==> src/rtl/periph_bus_pkg.sv <==
// Shared definitions for the peripheral bus load/store initiator:
// funct3 codes, FSM state encoding and access decode helpers.
package periph_bus_pkg;

   localparam int unsigned READ_LATENCY_DEF = 1;
   localparam int unsigned DATA_W           = 32;

   localparam logic [2:0] F3_LB  = 3'd0;
   localparam logic [2:0] F3_LH  = 3'd1;
   localparam logic [2:0] F3_LW  = 3'd2;
   localparam logic [2:0] F3_LBU = 3'd4;
   localparam logic [2:0] F3_LHU = 3'd5;
   localparam logic [2:0] F3_SB  = 3'd0;
   localparam logic [2:0] F3_SH  = 3'd1;
   localparam logic [2:0] F3_SW  = 3'd2;

   typedef enum logic [1:0] {
      ST_IDLE  = 2'd0,
      ST_READ  = 2'd1,
      ST_WRITE = 2'd2,
      ST_RESP  = 2'd3
   } state_e;

   // Loads accept 0,1,2,4,5; stores accept 0,1,2.
   function automatic logic f3_illegal(input logic we, input logic [2:0] f3);
      if (we) return (f3 > 3'd2);
      return (f3 == 3'd3) || (f3 == 3'd6) || (f3 == 3'd7);
   endfunction

   // Access size lives in funct3[1:0]: 0 byte, 1 half, 2 word.
   function automatic logic f3_misaligned(input logic [2:0] f3, input logic [1:0] lane);
      case (f3[1:0])
         2'd1:    return lane[0];
         2'd2:    return (lane != 2'd0);
         default: return 1'b0;
      endcase
   endfunction

endpackage

==> src/rtl/periph_bus_master_if.sv <==
// Word-addressed peripheral bus: address, write strobe, write data and
// one-cycle registered read data from the responder.
interface periph_bus_if #(
   parameter int unsigned ADDR_W = 32
) ();
   logic [ADDR_W-1:0] bus_addr;
   logic              bus_wr;
   logic [31:0]       bus_wdata;
   logic [31:0]       bus_rdata;

   modport master (output bus_addr, output bus_wr, output bus_wdata, input bus_rdata);
   modport slave  (input bus_addr, input bus_wr, input bus_wdata, output bus_rdata);
endinterface

==> src/rtl/periph_bus_master_lsu_align.sv <==
// Combinational lane handling: load extract/extend and sub-word store
// merge into a previously read word.
module lsu_align
   import periph_bus_pkg::*;
(
   input  logic [2:0]  funct3,
   input  logic [1:0]  lane,
   input  logic [31:0] rdata,
   input  logic [15:0] wdata,
   output logic [31:0] load_data_c,
   output logic [31:0] merged_c
);

   logic [4:0]  sh;
   logic [15:0] shifted;
   logic [31:0] mask;

   assign sh      = {lane, 3'b000};
   assign shifted = 16'(rdata >> sh);

   always_comb begin
      load_data_c = 32'd0;
      case (funct3)
         F3_LB:   load_data_c = {{24{shifted[7]}}, shifted[7:0]};
         F3_LH:   load_data_c = {{16{shifted[15]}}, shifted[15:0]};
         F3_LW:   load_data_c = rdata;
         F3_LBU:  load_data_c = {24'd0, shifted[7:0]};
         F3_LHU:  load_data_c = {16'd0, shifted[15:0]};
         default: load_data_c = 32'd0;
      endcase
   end

   always_comb begin
      mask     = 32'd0;
      merged_c = rdata;
      case (funct3)
         F3_SB: begin
            mask     = 32'h0000_00FF << sh;
            merged_c = (rdata & ~mask) | (32'(wdata[7:0]) << sh);
         end
         F3_SH: begin
            mask     = 32'h0000_FFFF << sh;
            merged_c = (rdata & ~mask) | (32'(wdata) << sh);
         end
         default: merged_c = rdata;
      endcase
   end

endmodule

==> src/rtl/periph_bus_master.sv <==
// Single-outstanding load/store initiator for the word-addressed peripheral
// bus, with read-modify-write for byte/halfword stores.
module periph_bus_master
   import periph_bus_pkg::*;
#(
   parameter int unsigned READ_LATENCY = READ_LATENCY_DEF,
   parameter int unsigned ADDR_W       = 32
) (
   input  logic              clk,
   input  logic              rst,
   input  logic              req_valid,
   output logic              req_ready,
   input  logic              req_we,
   input  logic [2:0]        req_funct3,
   input  logic [ADDR_W-1:0] req_addr,
   input  logic [31:0]       req_wdata,
   output logic              rsp_valid,
   output logic [31:0]       rsp_rdata,
   output logic              rsp_err,
   periph_bus_if.master      bus
);

   localparam int unsigned CNT_W = $clog2(READ_LATENCY + 2);

   state_e            state_q, state_d;
   logic [CNT_W-1:0]  cnt_q, cnt_d;
   logic [1:0]        lane_q, lane_d;
   logic [2:0]        f3_q, f3_d;
   logic              we_q, we_d;
   logic [15:0]       wdata_q, wdata_d;
   logic [ADDR_W-1:0] bus_addr_q, bus_addr_d;
   logic              bus_wr_q, bus_wr_d;
   logic [31:0]       bus_wdata_q, bus_wdata_d;
   logic              rsp_valid_q, rsp_valid_d;
   logic [31:0]       rsp_rdata_q, rsp_rdata_d;
   logic              rsp_err_q, rsp_err_d;

   logic              req_bad_c;
   logic [31:0]       load_data_c;
   logic [31:0]       merged_c;

   lsu_align u_align (
      .funct3      (f3_q),
      .lane        (lane_q),
      .rdata       (bus.bus_rdata),
      .wdata       (wdata_q),
      .load_data_c (load_data_c),
      .merged_c    (merged_c)
   );

   assign req_bad_c = f3_illegal(req_we, req_funct3) || f3_misaligned(req_funct3, req_addr[1:0]);
   assign req_ready = rst & (state_q == ST_IDLE);

   always_comb begin
      state_d     = state_q;
      cnt_d       = cnt_q;
      lane_d      = lane_q;
      f3_d        = f3_q;
      we_d        = we_q;
      wdata_d     = wdata_q;
      bus_addr_d  = bus_addr_q;
      bus_wr_d    = 1'b0;
      bus_wdata_d = bus_wdata_q;
      rsp_valid_d = 1'b0;
      rsp_rdata_d = rsp_rdata_q;
      rsp_err_d   = rsp_err_q;

      unique case (state_q)
         ST_IDLE: begin
            if (req_valid) begin
               lane_d     = req_addr[1:0];
               f3_d       = req_funct3;
               we_d       = req_we;
               wdata_d    = req_wdata[15:0];
               bus_addr_d = {2'b00, req_addr[ADDR_W-1:2]};
               if (req_bad_c) begin
                  state_d     = ST_RESP;
                  rsp_valid_d = 1'b1;
                  rsp_err_d   = 1'b1;
                  rsp_rdata_d = 32'd0;
               end else if (req_we && (req_funct3 == F3_SW)) begin
                  state_d     = ST_WRITE;
                  bus_wr_d    = 1'b1;
                  bus_wdata_d = req_wdata;
               end else begin
                  state_d = ST_READ;
                  cnt_d   = '0;
               end
            end
         end
         // Read data is captured on the last edge of the READ window.
         ST_READ: begin
            if (cnt_q == CNT_W'(READ_LATENCY)) begin
               if (we_q) begin
                  state_d     = ST_WRITE;
                  bus_wr_d    = 1'b1;
                  bus_wdata_d = merged_c;
               end else begin
                  state_d     = ST_RESP;
                  rsp_valid_d = 1'b1;
                  rsp_err_d   = 1'b0;
                  rsp_rdata_d = load_data_c;
               end
            end else begin
               cnt_d = CNT_W'(cnt_q + 1'b1);
            end
         end
         ST_WRITE: begin
            state_d     = ST_RESP;
            rsp_valid_d = 1'b1;
            rsp_err_d   = 1'b0;
            rsp_rdata_d = 32'd0;
         end
         ST_RESP: begin
            state_d = ST_IDLE;
         end
         default: state_d = ST_IDLE;
      endcase
   end

   always_ff @(posedge clk) begin
      if (!rst) begin
         state_q     <= ST_IDLE;
         cnt_q       <= '0;
         lane_q      <= 2'd0;
         f3_q        <= 3'd0;
         we_q        <= 1'b0;
         wdata_q     <= 16'd0;
         bus_addr_q  <= '0;
         bus_wr_q    <= 1'b0;
         bus_wdata_q <= 32'd0;
         rsp_valid_q <= 1'b0;
         rsp_rdata_q <= 32'd0;
         rsp_err_q   <= 1'b0;
      end else begin
         state_q     <= state_d;
         cnt_q       <= cnt_d;
         lane_q      <= lane_d;
         f3_q        <= f3_d;
         we_q        <= we_d;
         wdata_q     <= wdata_d;
         bus_addr_q  <= bus_addr_d;
         bus_wr_q    <= bus_wr_d;
         bus_wdata_q <= bus_wdata_d;
         rsp_valid_q <= rsp_valid_d;
         rsp_rdata_q <= rsp_rdata_d;
         rsp_err_q   <= rsp_err_d;
      end
   end

   assign bus.bus_addr  = bus_addr_q;
   assign bus.bus_wr    = bus_wr_q;
   assign bus.bus_wdata = bus_wdata_q;
   assign rsp_valid     = rsp_valid_q;
   assign rsp_rdata     = rsp_rdata_q;
   assign rsp_err       = rsp_err_q;

endmodule

==> src/flat_wrapper.sv <==
// flat-port wrapper written by rule: the top's interface ports become plain ports
module periph_bus_master_flat import periph_bus_pkg::*;
#(
   parameter int unsigned READ_LATENCY = READ_LATENCY_DEF,
   parameter int unsigned ADDR_W       = 32
)
  (clk, rst, req_valid, req_ready, req_we, req_funct3, req_addr, req_wdata, rsp_valid, rsp_rdata, rsp_err, bus_bus_addr, bus_bus_wr, bus_bus_wdata, bus_bus_rdata);
  periph_bus_if #(.ADDR_W(ADDR_W)) bus_i ();
  input  logic clk;
  input  logic rst;
  input  logic req_valid;
  output logic req_ready;
  input  logic req_we;
  input  logic [2:0] req_funct3;
  input  logic [ADDR_W-1:0] req_addr;
  input  logic [31:0] req_wdata;
  output logic rsp_valid;
  output logic [31:0] rsp_rdata;
  output logic rsp_err;
  output wire logic [$bits(bus_i.bus_addr)-1:0] bus_bus_addr;
  output wire logic [$bits(bus_i.bus_wr)-1:0] bus_bus_wr;
  output wire logic [$bits(bus_i.bus_wdata)-1:0] bus_bus_wdata;
  input wire logic [$bits(bus_i.bus_rdata)-1:0] bus_bus_rdata;
  assign bus_bus_addr = bus_i.bus_addr;
  assign bus_bus_wr = bus_i.bus_wr;
  assign bus_bus_wdata = bus_i.bus_wdata;
  assign bus_i.bus_rdata = bus_bus_rdata;
  periph_bus_master #(.READ_LATENCY(READ_LATENCY), .ADDR_W(ADDR_W)) u_core (.clk(clk), .rst(rst), .req_valid(req_valid), .req_ready(req_ready), .req_we(req_we), .req_funct3(req_funct3), .req_addr(req_addr), .req_wdata(req_wdata), .rsp_valid(rsp_valid), .rsp_rdata(rsp_rdata), .rsp_err(rsp_err), .bus(bus_i));
endmodule
==> config.mk <==
export PLATFORM = sky130hd
export DESIGN_NAME = periph_bus_master_flat
export DESIGN_NICKNAME = d
export VERILOG_FILES = /design/src/rtl/periph_bus_pkg.sv /design/src/rtl/periph_bus_master_if.sv /design/src/rtl/periph_bus_master_lsu_align.sv /design/src/rtl/periph_bus_master.sv /design/src/flat_wrapper.sv
export SDC_FILE = /design/constraint.sdc
export NUM_CORES = 1
export LEC_CHECK = 0
export CORE_MARGIN = 4
export CORE_UTILIZATION = 45
export DETAILED_ROUTE_END_ITERATION = 6
export PLACE_DENSITY = 0.78
export SLEW_MARGIN = 30
export SYNTH_ARGS = -nofsm -noshare
export SYNTH_HDL_FRONTEND = slang
export SYNTH_HIERARCHICAL = 1
export SYNTH_SLANG_ARGS = --single-unit
==> constraint.sdc <==
create_clock -name clk -period 2.9 [get_ports clk]
set_input_delay 0.435 -clock clk [delete_from_list [all_inputs] [get_ports clk]]
set_output_delay 0.435 -clock clk [all_outputs]
set_load 0.02 [all_outputs]
==> flow_metrics.tcl <==
set metrics [dict create \
    status "finished, final reports clean" \
    pwr_density_cell_nw_per_um2 810 \
    yosysUniqueCellTypes 53 \
    fill_cells 1162 \
    cp_top_family "buffers and inverters" \
    p_int_mw 4.60 \
    critPathLaunch "u_core/state_q[0]" \
    routedWlPerCell_microns 19.1 \
    synth_top_cell_area_share 0.378 \
    maxSlewHeadroom 0.531 \
    p_comb_frac 0.429 \
    grt_setup_unrepaired "false" \
    synth.top_cells.by_area "dfxtp_1 38%, nand2_1 9.2%, o2bb2ai_2 6.9%" \
    syn_area_sq_um 6520 \
    die_h_microns 128 \
    switching_share 0.384 \
    worst-path-max-fanout 4 \
    switching_power_mw 2.87 \
    gp_congestion 0.949 \
    area_growth_pct 41.4 \
    root_buffer "clkbuf_16" \
    worst_setup_path_end_kind "primary output" \
    ys_ff_latch 123 \
    start_util 0.464 \
    path_cells "inv_1 -> ha_1 -> inv_1 -> nor2_1 -> clkdlybuf4s50_1" \
    nets 1052 \
    synth-edff-count 0 \
    grt_pass1_wl_mm 33.2 \
    fmax_ghz 0.426 \
    htree_levels 4 \
    drt-vias-per-instance 5.72 \
    drive_gt1_frac 0.111 \
    port_buffers 200 \
    num_io_pins 203 \
    yosys_warnings 6 \
    critPathMaxStageDelay_ns 0.55 \
    slew_viol_final 0 \
    period_needed_ns 2.35 \
    cpMostUsedCell "inv_1" \
    worstPathBufferInverterCount 3 \
    clk_latency_ns 0.42 \
    ys_seq_area_frac 0.378 \
    drt_pre_antenna_iters 5 \
    vias 6458 \
    leakagePower_nw 3.42 \
    seq_power_share 0.289 \
    grt_pass1_vias 6055 \
    setup_violations 0 \
    yosysMostFrequentCell "nand2_1" \
    slowest_stage "clkdlybuf4s50_1" \
    clk_pin_slew_ns 0.06 \
    core_area_sq_um 14000 \
    wl_mm 21.6 \
    tns_ns 0 \
    hp-start "u_core/bus.bus_addr[16]" \
    gr-total-overflow 0 \
    cts_hold_buf 0 \
    drcViolationCount 0 \
    grt_max_degree 72 \
    numCtsBuffers 17 \
    worst-endpoint-required_ns 2.47 \
    row_count 43 \
    die_w_microns 128 \
    synthTopCellsByCount "159 x nand2_1, 123 x dfxtp_1, 72 x a21oi_1" \
    worst_hold_slack_ns 0.451 \
    ir_drop_uv 420 \
    worstHoldPathType "reg -> reg" \
    fin_total_pwr_mw 7.47 \
    cts_tree "yes" \
    arrival_ns 1.91 \
    p_clk_frac 0.283 \
    hold_viol 0 \
    dp_hpwl_mm 15.6 \
    max_cap_viol_count 0 \
    crit_type "reg -> out" \
    grt_usage 0.255 \
    clock_path_buffers 2 \
    yosys.area.top_type "dfxtp_1" \
    dieArea_sq_um 16500 \
    period_share 0.810 \
    tightestPinTransition_ns 0.704 \
    ys.flop_type "dfxtp_1" \
    cts_resized 0 \
    clock_sinks 123 \
    netlist_instances 763 \
    postPlaceCellArea_sq_um 8630 \
    stdcell_area_sq_um 9220 \
    skew_ns 0.0101 \
    start_kind "flop" \
    postCtsSetupRepairBufs 0 \
    diodes 0 \
    antenna_found_initial 0 \
    drtIter0Drc 585 \
    ant_nets 0 \
    synthArstFlopShare 0 \
    rr_startpoint "u_core/lane_q[0]" \
    avgSynthCellArea_sq_um 8.55 \
]
## power by group through the flow
| stage | clock [mW] | sequential (mW) | combinational (mW) |
|---|---|---|---|
| floorplan | 0 | 2.36 | 1.88 |
| global placement | 0 | 2.18 | 3.12 |
| detailed placement | 0 | 2.18 | 3.14 |
| CTS | 2.14 | 2.15 | 3.16 |
| global route | 2.23 | 2.19 | 3.42 |
| finish | 2.11 | 2.15 | 3.20 |
## final timing paths
kind | end | slack, ns | cells past startpoint
worst max-delay path | req_ready | 0.55 | 5
worst max register to register | u_core/rsp_rdata[31] | 0.68 | 7
worst min register to register | u_core/bus.bus_addr[16] | 0.45 | 2
worst min-delay path | u_core/bus.bus_addr[16] | 0.45 | 2
## metrics by stage
stage	setup WS, ns	std cells	utilization
after floorplan	0.791	764	-
after global placement	0.336	1098	0.615
after detailed placement	0.276	1098	0.615
after CTS	0.534	1129	0.656
after global routing	0.480	1129	0.656
final	0.552	1129	0.656
## cell usage in the layout, fill, tap and decap left out, types with 30 or more instances in the layout
cell type / Yosys / final
clkdlybuf4s50_1: 0 / 199
dfxtp_1: 123 / 123
mux2i_1: 44 / 44
o21ai_0: 39 / 39
nand4_1: 32 / 32
nor2_1: 32 / 31
o2bb2ai_2: 30 / 30
a21oi_1: 72 / 72
a22o_1: 31 / 31
nand2_1: 159 / 158
## registers in the layout, summed over array words and instances (netlist names), 2 cells and up
register,cells
u_core/bus.bus_addr,30
u_core/bus.bus_wdata,32
u_core/cnt_q,2
u_core/f3_q,3
u_core/lane_q,2
u_core/rsp_rdata,32
u_core/state_q,2
u_core/wdata_q,16
## cell families (layout without fill, tap and decap cells)
family / count (synthesis) / count (layout) / synth area share
simple gates: 260 / 260 / 0.178
compound gates: 241 / 241 / 0.282
flops: 123 / 123 / 0.378
buf+inv: 78 / 263 / 0.0601
mux: 48 / 48 / 0.0779
fa+ha+maj: 12 / 12 / 0.0230
other cells: 1 / 2 / 0.000575
## per-layer routing
layer / part of all wire / global-route usage / vias up
met5: 0 / 0 / -
met4: 0.013 / 0.0743 / 0
met3: 0.099 / 0.0714 / 35
met2: 0.46 / 0.391 / 342
met1: 0.43 / 0.353 / 3001
li1: - / - / 3080
## tightest hold or removal path: stages (launching register included)
cell and delay (ns):
dfxtp_1 0.30, nand2_1 0.05, a21oi_1 0.05
## area by class of cell
cell class / count / area [sq um] / area share
Inverter: 13 / 48.8 / 0.00529
Clock buffer: 21 / 470 / 0.0510
Timing Repair Buffer: 219 / 2200 / 0.239
Tap cell: 180 / 225 / 0.0244
Sequential cell: 123 / 2460 / 0.267
Clock inverter: 10 / 116 / 0.0126
Multi-Input combinational cell: 563 / 3690 / 0.401
Power figures use the tool's default switching activity.
